**src/rtl/aes_round_ctrl.sv**
```systemverilog
// Step sequencer for an iterative AES-128 round datapath: walks cs/count through
// the initial AddRoundKey, NR-1 full rounds and a final round without MixColumns.
module aes_round_ctrl #(
    parameter int NR = 10,
    parameter int CW = 8
) (
    input  logic          clk,
    input  logic          rst_n,
    input  logic          start_valid,
    output logic          start_ready,
    input  logic          abort,
    output logic [2:0]    cs,
    output logic [CW-1:0] count,
    output logic          busy,
    output logic          done_valid,
    input  logic          done_ready
);

    typedef enum logic [2:0] {
        S_IDLE     = 3'd0,
        S_INIT_ADD = 3'd1,
        S_SUB      = 3'd2,
        S_SHI      = 3'd3,
        S_MIX      = 3'd4,
        S_ADD      = 3'd5,
        S_DONE     = 3'd6
    } state_t;

    localparam logic [2:0]    CS_RES = 3'b000;
    localparam logic [2:0]    CS_ADD = 3'b001;
    localparam logic [2:0]    CS_SUB = 3'b010;
    localparam logic [2:0]    CS_SHI = 3'b100;
    localparam logic [2:0]    CS_MIX = 3'b101;
    localparam logic [2:0]    CS_FIN = 3'b111;
    localparam logic [CW-1:0] NR_C   = CW'(NR);

    state_t        state_q, state_d;
    logic [CW-1:0] count_q, count_d;
    logic [2:0]    cs_q, cs_d;
    logic          busy_q, busy_d;
    logic          done_valid_q, done_valid_d;
    logic          start_ready_q, start_ready_d;

    always_comb begin
        state_d = state_q;
        count_d = count_q;
        case (state_q)
            S_IDLE: begin
                count_d = '0;
                if (start_valid) state_d = S_INIT_ADD;
            end
            S_INIT_ADD: begin
                state_d = S_SUB;
                count_d = CW'(1);
            end
            S_SUB: state_d = S_SHI;
            S_SHI: state_d = (count_q < NR_C) ? S_MIX : S_ADD;
            S_MIX: state_d = S_ADD;
            S_ADD: begin
                if (count_q < NR_C) begin
                    state_d = S_SUB;
                    count_d = count_q + 1'b1;
                end else begin
                    state_d = S_DONE;
                end
            end
            S_DONE: begin
                if (done_ready) begin
                    state_d = S_IDLE;
                    count_d = '0;
                end
            end
            default: begin
                state_d = S_IDLE;
                count_d = '0;
            end
        endcase
        // Abort wins over everything except an accept from IDLE.
        if (abort && state_q != S_IDLE) begin
            state_d = S_IDLE;
            count_d = '0;
        end
    end

    // Outputs are decoded from the next state so they register alongside it.
    always_comb begin
        cs_d = CS_RES;
        case (state_d)
            S_INIT_ADD: cs_d = CS_ADD;
            S_SUB:      cs_d = CS_SUB;
            S_SHI:      cs_d = CS_SHI;
            S_MIX:      cs_d = CS_MIX;
            S_ADD:      cs_d = CS_ADD;
            S_DONE:     cs_d = CS_FIN;
            default:    cs_d = CS_RES;
        endcase
        start_ready_d = (state_d == S_IDLE);
        busy_d        = (state_d != S_IDLE);
        done_valid_d  = (state_d == S_DONE);
    end

    always_ff @(posedge clk or negedge rst_n) begin
        if (!rst_n) begin
            state_q       <= S_IDLE;
            count_q       <= '0;
            cs_q          <= CS_RES;
            busy_q        <= 1'b0;
            done_valid_q  <= 1'b0;
            start_ready_q <= 1'b1;
        end else begin
            state_q       <= state_d;
            count_q       <= count_d;
            cs_q          <= cs_d;
            busy_q        <= busy_d;
            done_valid_q  <= done_valid_d;
            start_ready_q <= start_ready_d;
        end
    end

    assign cs          = cs_q;
    assign count       = count_q;
    assign busy        = busy_q;
    assign done_valid  = done_valid_q;
    assign start_ready = start_ready_q;

endmodule

```
**config.mk**
```make
export PLATFORM = sky130hd
export DESIGN_NAME = aes_round_ctrl
export DESIGN_NICKNAME = d
export VERILOG_FILES = /design/src/rtl/aes_round_ctrl.sv
export SDC_FILE = /design/constraint.sdc
export NUM_CORES = 1
export LEC_CHECK = 0
export BUFFER_PORTS_ARGS = -buffer_cell sky130_fd_sc_hd__buf_2
export CORE_UTILIZATION = 25
export CTS_CLUSTER_SIZE = 40
export DETAILED_ROUTE_END_ITERATION = 16
export PLACE_DENSITY_LB_ADDON = 0.2
export SYNTH_ARGS = -nofsm -noshare
export SYNTH_HDL_FRONTEND = slang
export SYNTH_SLANG_ARGS = --single-unit
```
**constraint.sdc**
```tcl
create_clock -name clk -period 2.1 [get_ports clk]
set_clock_uncertainty 0.2 [all_clocks]
set_input_delay 0.63 -clock clk [delete_from_list [all_inputs] [get_ports clk]]
set_output_delay 0.63 -clock clk [all_outputs]
set_load 0.005 [all_outputs]
```
==> results.yml <==
sta:
  hold_viol_final: 0
  maxSlewHeadroom_pct: 71.0
  max_freq_ghz: 0.506
  setup_violations: 0
  worstMarginPinSlew_ns: 0.432
  min_period_ns: 1.98
  grt_setup_unrepaired: "no"
  fin_tns_setup_ns: 0
  slew_viol_final: 0
  min_period_over_period_pct: 94.1
  setup_slack_ns: 0.123
clocking:
  root_buffer: "clkbuf_4"
  tritoncts: "done"
  htree_levels: 1
  numCtsBuffers: 3
  postCtsSetupBuffers: 0
  clk_pin_slew_ns: 0.10
  clkSinkCount: 17
  clock_latency_ns: 0.28
  clk_path_buf_depth: 2
setup_path:
  crit_slowest_cell: "dfrtp_1"
  critical_path_required_ns: 2.08
  path_max_fanout: 10
  crit_chain: "nor2b_1 -> and2_1 -> o31ai_4 -> nand2_2 -> a32o_1"
  critical-path-top-delay-family: "compound AO/OA/AOI/OAI gates"
  cp_num_cells: 5
  path_buf_inv: 0
  end_kind: "flip-flop"
  arrival_ns: 1.96
  slowest_delay_ns: 0.49
  worstSetupPathType: "flip-flop to flip-flop"
  startpoint_type: "flip-flop"
  reg2regPathDepth: 5
die:
  num_io_pins: 19
  start_util_pct: 26.9
  core_mm2: 0.00310
  fp-row-count: 20
  dieArea_mm2: 0.00357
  die_w_um: 59.8
  die_h_um: 59.8
cells_and_area:
  most-common-layout-cells: "buf_2 (18), dfrtp_1 (16), nor2_1 (7)"
  instances_no_fill: 145
  num_antenna_cells: 0
  drive_gt1_share_pct: 33.7
  syn2layout_area_growth_pct: 22.3
  layout_commonest_cell: "buf_2"
  nets: 108
hold_path:
  hp-class: "primary input to async pin"
grt:
  grt_usage_pct: 10.6
  grt.overflow.total: 0
  first_global_vias: 597
  grt_max_degree: 18
  grt_pass1_wl_um: 2760
  antenna_found_initial: 0
yosys:
  synth.area.top_cells: "dfrtp_1 (48%), dfstp_2 (3.1%), nor2_1 (3.1%)"
  synth_top_flop_cell: "dfrtp_1"
  synth_top_area_share_pct: 48.0
  syn-num-nets: 84
  synth.largest_area_cell: "dfrtp_1"
  syn_area_um2: 835
  synth_cell_types: 34
  avgSynthCellArea_um2: 10.7
  yosysWarnings: 0
  ys_seq_area_share_pct: 51.1
  synth_edf_count: 0
  syn_inst: 78
  ys_async_sr_fraction_pct: 100
  synth_seq_cells: 17
placement:
  pre_cts_slack_ns: 0.0528
  dp.cells: 141
  place_hpwl_um: 1260
  port_buffers: 18
  place_congestion: 0.805
route:
  via_count: 659
  vias_per_cell: 4.54
  drtPass1Iterations: 4
  route.detailed.drc: 0
  antenna_left: 0
  drt-total-wl_um: 1680
  drt_iter0_drc: 18
  drt-wirelength-per-cell_um: 11.6
power:
  p_leak_nw: 0.522
  power_w: 0.00106
  pwr_density_cell_mw_per_mm2: 1030
  ir_drop_uv: 373
run_status:
  status: "completed"
flow_run:
  drv_cap: 0
## what timing repair did
item                       4_1_cts  5_1_grt
hold endpoints to repair         0        0
hold buffers                     0        0
setup endpoints to repair        0        4
resized for setup                0        1
## worst register-to-register path, cell delays in order (launching register included)
cell and delay, ns:
dfrtp_1 0.49, nor2b_1 0.20, and2_1 0.20, o31ai_4 0.41, nand2_2 0.14, a32o_1 0.23
## sequential cells by signal, indices dropped and copies added, names as in the netlist
register / count
busy: 1
count: 8
cs: 3
done_valid: 1
start_ready: 1
state_q: 3
## report_power, final
group	internal (W)	total, W	switching [W]
Combinational	0.000182	0.000400	0.000218
Clock	0.0000707	0.000172	0.000101
Sequential	0.000410	0.000484	0.0000739
Total	0.000663	0.00106	0.000393
## synthesized netlist by cell type, types with 2 or more instances
library cell,count
nor2_1,7
nor3_1,2
dfrtp_1,16
inv_1,6
nand2_1,5
nand3b_1,2
a31oi_1,3
nor2b_1,3
a32o_1,2
and3_1,4
and2_1,3
a211oi_1,3
## final timing paths
kind                                              end                  from  slack, ns
max in group asynchronous       start_ready$_DFF_PN1_                 rst_n       1.35
worst max register to register   count[0]$_DFFE_PN0P_  state_q[1]$_DFF_PN0_       0.12
worst min register to register   count[5]$_DFFE_PN0P_  count[5]$_DFFE_PN0P_       0.39
min in group clk                 state_q[1]$_DFF_PN0_                 abort       0.38
worst min-delay path             state_q[1]$_DFF_PN0_                 rst_n       0.04
worst max-delay path             count[0]$_DFFE_PN0P_  state_q[1]$_DFF_PN0_       0.12
## layer usage
metal	routed length (µm)	global-route usage, %
met5	0	0
met4	9	2.99
met2	723	15.9
met3	85	3.90
met1	858	14.3
## kinds of logic (layout without fill, tap and decap cells)
group,Yosys count,count (layout),share of synthesized area (%)
and+or+nand+nor,32,32,22.9
AOI/OAI and AO/OA,20,20,20.2
DFF,17,17,51.1
buffers and inverters,8,31,4.20
adders and majority gates,1,1,1.50
## through the flow
step	utilization, %	hold WS (ns)	cell area, µm²
finish	32.9	0.0412	1020
global route	32.9	0.0461	1020
CTS	32.8	0.0495	1020
detailed placement	31.9	0.366	990
global placement	31.9	0.377	990
floorplan	-	0.134	835
## layout make-up
| cell class | instances | area [µm²] |
|---|---|---|
| clock inverters | 1 | 5.00 |
| multi-input cells | 53 | 377 |
| repair buffers | 21 | 113 |
| well taps | 44 | 55.1 |
| flip-flops and latches | 17 | 427 |
| fillers | 325 | 2080 |
| clock buffers | 3 | 22.5 |
| inverters | 6 | 22.5 |
Note: power is estimated with default switching activity, not from simulation.
